[src/rtl/dummy_accelerator_pipelined_cu.sv]
// In-order completion control unit: DEPTH-slot circular result buffer with per-op countdown and a zero-latency bypass.
// Optional perf counters are enabled by defining DUMMY_ACC_PIPE_PERF_CNT_EN.
module dummy_accelerator_pipelined_cu #(
  parameter int unsigned DEPTH = 4,
  parameter int unsigned LAT_W = 4,
  parameter int unsigned TAG_W = 3
) (
  input  logic                     clk_i,
  input  logic                     rst_ni,
  input  logic                     flush_i,
  input  logic                     valid_i,
  output logic                     ready_o,
  input  logic [LAT_W-1:0]         lat_i,
  input  logic [TAG_W-1:0]         tag_i,
  output logic                     valid_o,
  input  logic                     ready_i,
  output logic [TAG_W-1:0]         tag_o,
  output logic                     alloc_en_o,
  output logic [$clog2(DEPTH)-1:0] alloc_idx_o,
  output logic [$clog2(DEPTH)-1:0] head_idx_o,
  output logic                     bypass_sel_o,
  output logic                     busy_o
`ifdef DUMMY_ACC_PIPE_PERF_CNT_EN
  ,
  output logic [31:0]              perf_ops_o,
  output logic [31:0]              perf_stall_o
`endif
);

  localparam int unsigned PTR_W = $clog2(DEPTH);
  localparam int unsigned CNT_W = $clog2(DEPTH + 1);

  typedef enum logic [1:0] {
    ST_EMPTY,
    ST_ACTIVE,
    ST_FULL
  } state_e;

  state_e           r_state;
  state_e           w_state_nxt;
  logic [CNT_W-1:0] r_occ;
  logic [CNT_W-1:0] w_occ_nxt;
  logic [PTR_W-1:0] r_wr_ptr;
  logic [PTR_W-1:0] r_rd_ptr;
  logic [TAG_W-1:0] r_tag [DEPTH];
  logic [LAT_W-1:0] r_cnt [DEPTH];

  logic             w_accept;
  logic             w_bypass;
  logic             w_alloc;
  logic             w_head_done;
  logic             w_retire;
  logic [LAT_W-1:0] w_cnt_init;

  function automatic logic [PTR_W-1:0] f_inc(input logic [PTR_W-1:0] p);
    return (p == PTR_W'(DEPTH - 1)) ? '0 : p + PTR_W'(1);
  endfunction

  always_comb begin
    w_head_done  = (r_state != ST_EMPTY) && (r_cnt[r_rd_ptr] == '0);
    ready_o      = (r_state != ST_FULL) && !flush_i;
    w_accept     = valid_i && ready_o;
    w_bypass     = w_accept && (lat_i == '0) && (r_state == ST_EMPTY) && ready_i;
    w_alloc      = w_accept && !w_bypass;
    valid_o      = !flush_i && (w_head_done || w_bypass);
    w_retire     = !flush_i && w_head_done && ready_i;
    bypass_sel_o = w_bypass;
    tag_o        = '0;
    if (w_head_done) begin
      tag_o = r_tag[r_rd_ptr];
    end else if (w_bypass) begin
      tag_o = tag_i;
    end
    alloc_en_o   = w_alloc;
    alloc_idx_o  = r_wr_ptr;
    head_idx_o   = r_rd_ptr;
    busy_o       = (r_state != ST_EMPTY);
    // Stored count is lat-1 so a slot reads done (0) in cycle t+L after its accept cycle t.
    w_cnt_init   = (lat_i == '0) ? '0 : lat_i - LAT_W'(1);
  end

  always_comb begin
    w_occ_nxt = r_occ;
    if (flush_i) begin
      w_occ_nxt = '0;
    end else if (w_alloc && !w_retire) begin
      w_occ_nxt = r_occ + CNT_W'(1);
    end else if (!w_alloc && w_retire) begin
      w_occ_nxt = r_occ - CNT_W'(1);
    end
    w_state_nxt = ST_ACTIVE;
    if (w_occ_nxt == '0) begin
      w_state_nxt = ST_EMPTY;
    end else if (w_occ_nxt == CNT_W'(DEPTH)) begin
      w_state_nxt = ST_FULL;
    end
  end

  always_ff @(posedge clk_i or negedge rst_ni) begin
    if (!rst_ni) begin
      r_state <= ST_EMPTY;
      r_occ   <= '0;
    end else begin
      r_state <= w_state_nxt;
      r_occ   <= w_occ_nxt;
    end
  end

  always_ff @(posedge clk_i or negedge rst_ni) begin
    if (!rst_ni) begin
      r_wr_ptr <= '0;
      r_rd_ptr <= '0;
      for (int unsigned i = 0; i < DEPTH; i++) begin
        r_tag[i] <= '0;
        r_cnt[i] <= '0;
      end
    end else if (flush_i) begin
      r_wr_ptr <= '0;
      r_rd_ptr <= '0;
      for (int unsigned i = 0; i < DEPTH; i++) begin
        r_tag[i] <= '0;
        r_cnt[i] <= '0;
      end
    end else begin
      for (int unsigned i = 0; i < DEPTH; i++) begin
        if (r_cnt[i] != '0) begin
          r_cnt[i] <= r_cnt[i] - LAT_W'(1);
        end
      end
      if (w_alloc) begin
        r_tag[r_wr_ptr] <= tag_i;
        r_cnt[r_wr_ptr] <= w_cnt_init;
        r_wr_ptr        <= f_inc(r_wr_ptr);
      end
      if (w_retire) begin
        r_rd_ptr <= f_inc(r_rd_ptr);
      end
    end
  end

`ifdef DUMMY_ACC_PIPE_PERF_CNT_EN
  logic [31:0] r_perf_ops;
  logic [31:0] r_perf_stall;

  // Saturating; deliberately untouched by flush.
  always_ff @(posedge clk_i or negedge rst_ni) begin
    if (!rst_ni) begin
      r_perf_ops   <= '0;
      r_perf_stall <= '0;
    end else begin
      if (valid_o && ready_i && (r_perf_ops != '1)) begin
        r_perf_ops <= r_perf_ops + 32'd1;
      end
      if (valid_o && !ready_i && (r_perf_stall != '1)) begin
        r_perf_stall <= r_perf_stall + 32'd1;
      end
    end
  end

  assign perf_ops_o   = r_perf_ops;
  assign perf_stall_o = r_perf_stall;
`endif

endmodule
[config.mk]
export PLATFORM = sky130hd
export DESIGN_NAME = dummy_accelerator_pipelined_cu
export DESIGN_NICKNAME = d
export VERILOG_FILES = /design/src/rtl/dummy_accelerator_pipelined_cu.sv
export SDC_FILE = /design/constraint.sdc
export NUM_CORES = 1
export LEC_CHECK = 0
export ABC_AREA = 1
export CAP_MARGIN = 20
export CORE_MARGIN = 1.5
export CORE_UTILIZATION = 57
export CTS_CLUSTER_SIZE = 25
export DETAILED_ROUTE_END_ITERATION = 6
export GPL_TIMING_DRIVEN = 0
export PLACE_DENSITY_LB_ADDON = 0.3
export SYNTH_ARGS = -nofsm -noshare
export SYNTH_HDL_FRONTEND = slang
export SYNTH_SLANG_ARGS = --single-unit
[constraint.sdc]
create_clock -name clk_i -period 1.9 [get_ports clk_i]
set_clock_uncertainty 0.2 [all_clocks]
set_input_delay 0.19 -clock clk_i [delete_from_list [all_inputs] [get_ports clk_i]]
set_output_delay 0.19 -clock clk_i [all_outputs]
set_load 0.02 [all_outputs]
==> flow_summary.html <==
<table>
<tr><th>Metric</th><th>Value</th></tr>
<tr><th colspan="2">Die</th></tr>
<tr><td>Die area</td><td>4610 µm²</td></tr>
<tr><td>Die Wd</td><td>a little under 70 µm</td></tr>
<tr><td>Boundary Pins</td><td>24</td></tr>
<tr><td>Initial Utilization</td><td>0.596</td></tr>
<tr><td>Die span in y</td><td>roughly 68 µm</td></tr>
<tr><td>CORE AREA</td><td>about 4000 µm²</td></tr>
<tr><td>Std cell rows</td><td>23</td></tr>
<tr><th colspan="2">Setup path</th></tr>
<tr><td>Crit. End Element</td><td>primary output</td></tr>
<tr><td>Data arrival, critical path</td><td>1.57 ns</td></tr>
<tr><td>Max Fanout on Critical Path</td><td>5</td></tr>
<tr><td>Required time worst endpoint</td><td>1.51 ns</td></tr>
<tr><td>Kind of start point of the critical path</td><td>flip-flop</td></tr>
<tr><td>R2R setup slack</td><td>0.04 ns</td></tr>
<tr><td>Type of the setup path with the least slack</td><td>flip-flop to primary output</td></tr>
<tr><th colspan="2">Yosys</th></tr>
<tr><td>Fraction of the yosys area taken by sequential cells</td><td>0.386</td></tr>
<tr><td>Flip-flop and latch count after synthesis</td><td>37</td></tr>
<tr><td>Post-Synth XOR/XNOR Area</td><td>0.0182</td></tr>
<tr><td>Average instance area after synthesis</td><td>8.36 µm²</td></tr>
<tr><td>Yosys warns</td><td>0</td></tr>
<tr><td>Combinational family with the most area after synthesis</td><td>simple AND/OR/NAND/NOR gates</td></tr>
<tr><td>Syn Inst Count</td><td>around 290</td></tr>
<tr><td>Area share of and/or/nand/nor cells after synthesis</td><td>0.264</td></tr>
<tr><td>Mux cell area share after synthesis</td><td>0</td></tr>
<tr><td>Summed instance area of the synthesized netlist</td><td>2400 µm²</td></tr>
<tr><td>Post-synthesis net count</td><td>around 310</td></tr>
<tr><td>Number of distinct standard cells referenced by the synthesized netlist</td><td>38</td></tr>
<tr><td>Post-synthesis share of cell area spent on full adders, half adders and majority gates</td><td>0.0678</td></tr>
<tr><td>Fraction of the mapped netlist area in compound gates</td><td>0.167</td></tr>
<tr><th colspan="2">Place</th></tr>
<tr><td>Total of buffers placed on input and output ports</td><td>23</td></tr>
<tr><td>Instance count after placement with tap cells included</td><td>360</td></tr>
<tr><td>Placer Congestion</td><td>between 0.8 and 0.9</td></tr>
<tr><td>Detailed Place HPWL</td><td>about 3.8 mm</td></tr>
<tr><th colspan="2">Cells and area</th></tr>
<tr><td>Number of nets in the final layout</td><td>360</td></tr>
<tr><td>Fraction of layout cells with a size suffix above 1</td><td>0.274</td></tr>
<tr><td>Leading cell type in the layout, fill and taps excluded</td><td>sky130_fd_sc_hd__dfrtp_1</td></tr>
<tr><td>Post-Route Utilization</td><td>0.741</td></tr>
<tr><td>Number of antenna cells inserted</td><td>0</td></tr>
<tr><td>Area added between synthesis and finish</td><td>24.5%</td></tr>
<tr><td>Number of non-filler instances in the completed layout</td><td>386</td></tr>
<tr><td>Top library cells by usage in the layout, fill and taps aside</td><td>sky130_fd_sc_hd__dfrtp_1 (35), sky130_fd_sc_hd__inv_1 (33), sky130_fd_sc_hd__nand2_1 (26), sky130_fd_sc_hd__o21ai_1 (23), sky130_fd_sc_hd__nand3_1 (22)</td></tr>
<tr><th colspan="2">CTS</th></tr>
<tr><td>CTS tree</td><td>built</td></tr>
<tr><td>CTS Buf Count</td><td>5</td></tr>
<tr><td>Clock-pin transition on the worst setup and hold timing paths</td><td>0.07 ns</td></tr>
<tr><td>Total number of H-tree levels</td><td>2</td></tr>
<tr><td>Total clock sinks</td><td>37</td></tr>
<tr><td>Later-pin clock latency in the skew report</td><td>~0.30 ns</td></tr>
<tr><td>Cell at the root of the clock tree</td><td>sky130_fd_sc_hd__clkbuf_8</td></tr>
<tr><td>Max Buffers Root-to-Sink</td><td>2</td></tr>
<tr><th colspan="2">Global route</th></tr>
<tr><td>Total overflow reported by the global router</td><td>0</td></tr>
<tr><td>Total global routing track utilization</td><td>0.287</td></tr>
<tr><td>Maximum number of pins on one net before global-route repair</td><td>38</td></tr>
<tr><td>Number of antenna violations at the first check in global routing</td><td>0</td></tr>
<tr><td>Number of global-route vias before repair</td><td>~2100</td></tr>
<tr><td>First-pass GRT wire length</td><td>around 9.6 mm</td></tr>
<tr><th colspan="2">Worst hold path</th></tr>
<tr><td>Path category of the worst min-delay check</td><td>input pin to flip-flop</td></tr>
<tr><th colspan="2">STA</th></tr>
<tr><td>Hold Vio Cnt, Final</td><td>0</td></tr>
<tr><td>Worst slew slack as a fraction of its limit</td><td>0.435</td></tr>
<tr><td>Worst setup margin</td><td>-0.0617 ns</td></tr>
<tr><td>Tightest Pin Transition</td><td>0.847 ns</td></tr>
<tr><td>Final period utilization</td><td>1.03</td></tr>
<tr><td>Number of endpoints failing setup at the final stage</td><td>4</td></tr>
<tr><td>Final Max Tran Viols</td><td>0</td></tr>
<tr><td>RSZ-0062 raised after global routing</td><td>true</td></tr>
<tr><td>Final critical delay including setup and external delays</td><td>1.96 ns</td></tr>
<tr><td>Top achievable clock speed</td><td>roughly 510 MHz</td></tr>
<tr><th colspan="2">Outcome</th></tr>
<tr><td>Violated checks</td><td>negative setup slack</td></tr>
<tr><td>Status</td><td>complete, but fails checks</td></tr>
<tr><th colspan="2">Route</th></tr>
<tr><td>WL final</td><td>5.71 mm</td></tr>
<tr><td>Vias after detailed routing</td><td>between 2000 and 2500</td></tr>
<tr><td>Post-detailed-route count of antenna-violating nets</td><td>0</td></tr>
<tr><td>Post-detailed-route via-to-cell ratio</td><td>around 5.5</td></tr>
<tr><td>Number of remaining DRC errors</td><td>0</td></tr>
<tr><td>Violation count after the first detailed-routing iteration</td><td>about 210</td></tr>
<tr><td>Routed wire length per instance</td><td>~15 µm</td></tr>
<tr><td>Drt pass-1 iters</td><td>4</td></tr>
<tr><th colspan="2">Pwr</th></tr>
<tr><td>Peak ir drop on the vdd network</td><td>around 0.67 mV</td></tr>
<tr><td>Total power after layout</td><td>roughly 0.0036 W</td></tr>
<tr><td>PD cells</td><td>about 1200 nW/µm²</td></tr>
<tr><td>Leakage power</td><td>~1.5 nW</td></tr>
<tr><th colspan="2">Job</th></tr>
<tr><td>Maximum capacitance violations</td><td>0</td></tr>
</table>
==> state kept, by name (all words and copies together), names as in the netlist <==
register / count
alloc_idx_o: 2
head_idx_o: 2
r_cnt: 16
r_occ: 3
r_state: 2
r_tag: 12
==> cell usage after synthesis <==
cell type	instances	area, µm²
sky130_fd_sc_hd__a211oi_1	1	7.51
sky130_fd_sc_hd__a211oi_2	3	37.5
sky130_fd_sc_hd__a21oi_1	19	95.1
sky130_fd_sc_hd__a21oi_4	1	16.3
sky130_fd_sc_hd__a31oi_1	1	6.26
sky130_fd_sc_hd__buf_1	2	7.51
sky130_fd_sc_hd__buf_4	1	7.51
sky130_fd_sc_hd__buf_6	4	45.0
sky130_fd_sc_hd__clkbuf_1	1	3.75
sky130_fd_sc_hd__dfrtp_1	37	926
sky130_fd_sc_hd__ha_1	13	163
sky130_fd_sc_hd__inv_1	37	139
sky130_fd_sc_hd__inv_2	5	18.8
sky130_fd_sc_hd__inv_8	1	11.3
sky130_fd_sc_hd__nand2_1	28	105
sky130_fd_sc_hd__nand2_2	1	6.26
sky130_fd_sc_hd__nand2_4	6	67.6
sky130_fd_sc_hd__nand3_1	24	120
sky130_fd_sc_hd__nand3_2	8	80.1
sky130_fd_sc_hd__nand3_4	1	17.5
sky130_fd_sc_hd__nand3b_1	1	7.51
sky130_fd_sc_hd__nand4_1	2	12.5
sky130_fd_sc_hd__nand4_2	1	12.5
sky130_fd_sc_hd__nor2_1	22	82.6
sky130_fd_sc_hd__nor2_2	6	37.5
sky130_fd_sc_hd__nor2_8	1	20.0
sky130_fd_sc_hd__nor3_1	7	35.0
sky130_fd_sc_hd__nor3_4	1	16.3
sky130_fd_sc_hd__nor3b_1	1	7.51
sky130_fd_sc_hd__o21a_1	1	7.51
sky130_fd_sc_hd__o21ai_0	18	90.1
sky130_fd_sc_hd__o21ai_1	21	105
sky130_fd_sc_hd__o21ai_2	1	8.76
sky130_fd_sc_hd__o22ai_1	3	18.8
sky130_fd_sc_hd__o31ai_1	1	7.51
sky130_fd_sc_hd__or2_2	1	6.26
sky130_fd_sc_hd__xnor2_1	1	8.76
sky130_fd_sc_hd__xor2_1	4	35.0
==> stage by stage <==
stage	setup TNS, ns	instance area (µm²)	setup slack [ns]	hold slack (ns)
2_1_floorplan	0	2400	0.0336	-0.306
3_3_place_gp	-29.82	2690	-0.885	0.296
3_5_place_dp	-15.85	2690	-0.930	0.146
4_1_cts	-0.125	2950	-0.0432	0.123
5_1_grt	-0.739	2990	-0.145	0.154
6_report	-0.232	2990	-0.0617	0.135
==> logic make-up (layout without fill, tap and decap cells) <==
kind of cell	Yosys count	after routing
fa+ha+maj	13	13
compound gates	70	70
xor+xnor	5	5
flops	37	37
buf+inv	51	100
simple gates	111	111
==> critical path, stage by stage, from the launching register on <==
cell and delay, ns:
sky130_fd_sc_hd__dfrtp_1 0.41, sky130_fd_sc_hd__nor2_2 0.18, sky130_fd_sc_hd__nand3_2 0.13, sky130_fd_sc_hd__nand3_4 0.11, sky130_fd_sc_hd__nand2_4 0.07, sky130_fd_sc_hd__nor2_8 0.12, sky130_fd_sc_hd__nand2_2 0.06, sky130_fd_sc_hd__nand2_2 0.07
sky130_fd_sc_hd__buf_6 0.11
==> power by group <==
group          switching (W)  internal [W]
clock               0.000292      0.000428
sequential          0.000160      0.000955
combinational        0.00101      0.000765
total                0.00146       0.00215
==> per-layer routing <==
metal | track usage | up-vias | wire length [µm] | part of all wire
met4 | 0.103 | 0 | 96 | 0.017
met3 | 0.0757 | 9 | 245 | 0.043
met5 | 0 | - | 0 | 0
met2 | 0.474 | 52 | 2910 | 0.51
li1 | - | 1058 | - | -
met1 | 0.365 | 1000 | 2460 | 0.43
==> final timing paths <==
kind / end / startpoint / cells after the start
max reg2reg: r_state[1] / r_cnt[2] / 11
min: r_cnt[4] / lat_i[0] / 4
max: tag_o[1] / r_cnt[2] / 8
min in group asynchronous: alloc_idx_o[0] / rst_ni / 2
min reg2reg: r_tag[8] / r_tag[8] / 2
max in group asynchronous: head_idx_o[0] / rst_ni / 2
==> layout make-up <==
type                       instances  area [µm²]
tap                               50        62.6
fill                             296        1040
timing repair buffer              41         343
buffer                             8        68.8
multi-input combinational        199        1300
clock inverter                     1        30.0
clock buffer                       7        86.3
inverter                          43         169
sequential                        37         928
==> what timing repair did <==
action / 4_1_cts / 5_1_grt
setup buffers: 15 / 2
pin swaps: 18 / 9
hold buffers: 1 / 0
setup endpoints to repair: 18 / 11
gates resized for setup: 61 / 7
hold endpoints to repair: 37 / 0
Note: power is estimated with default switching activity, not from simulation.
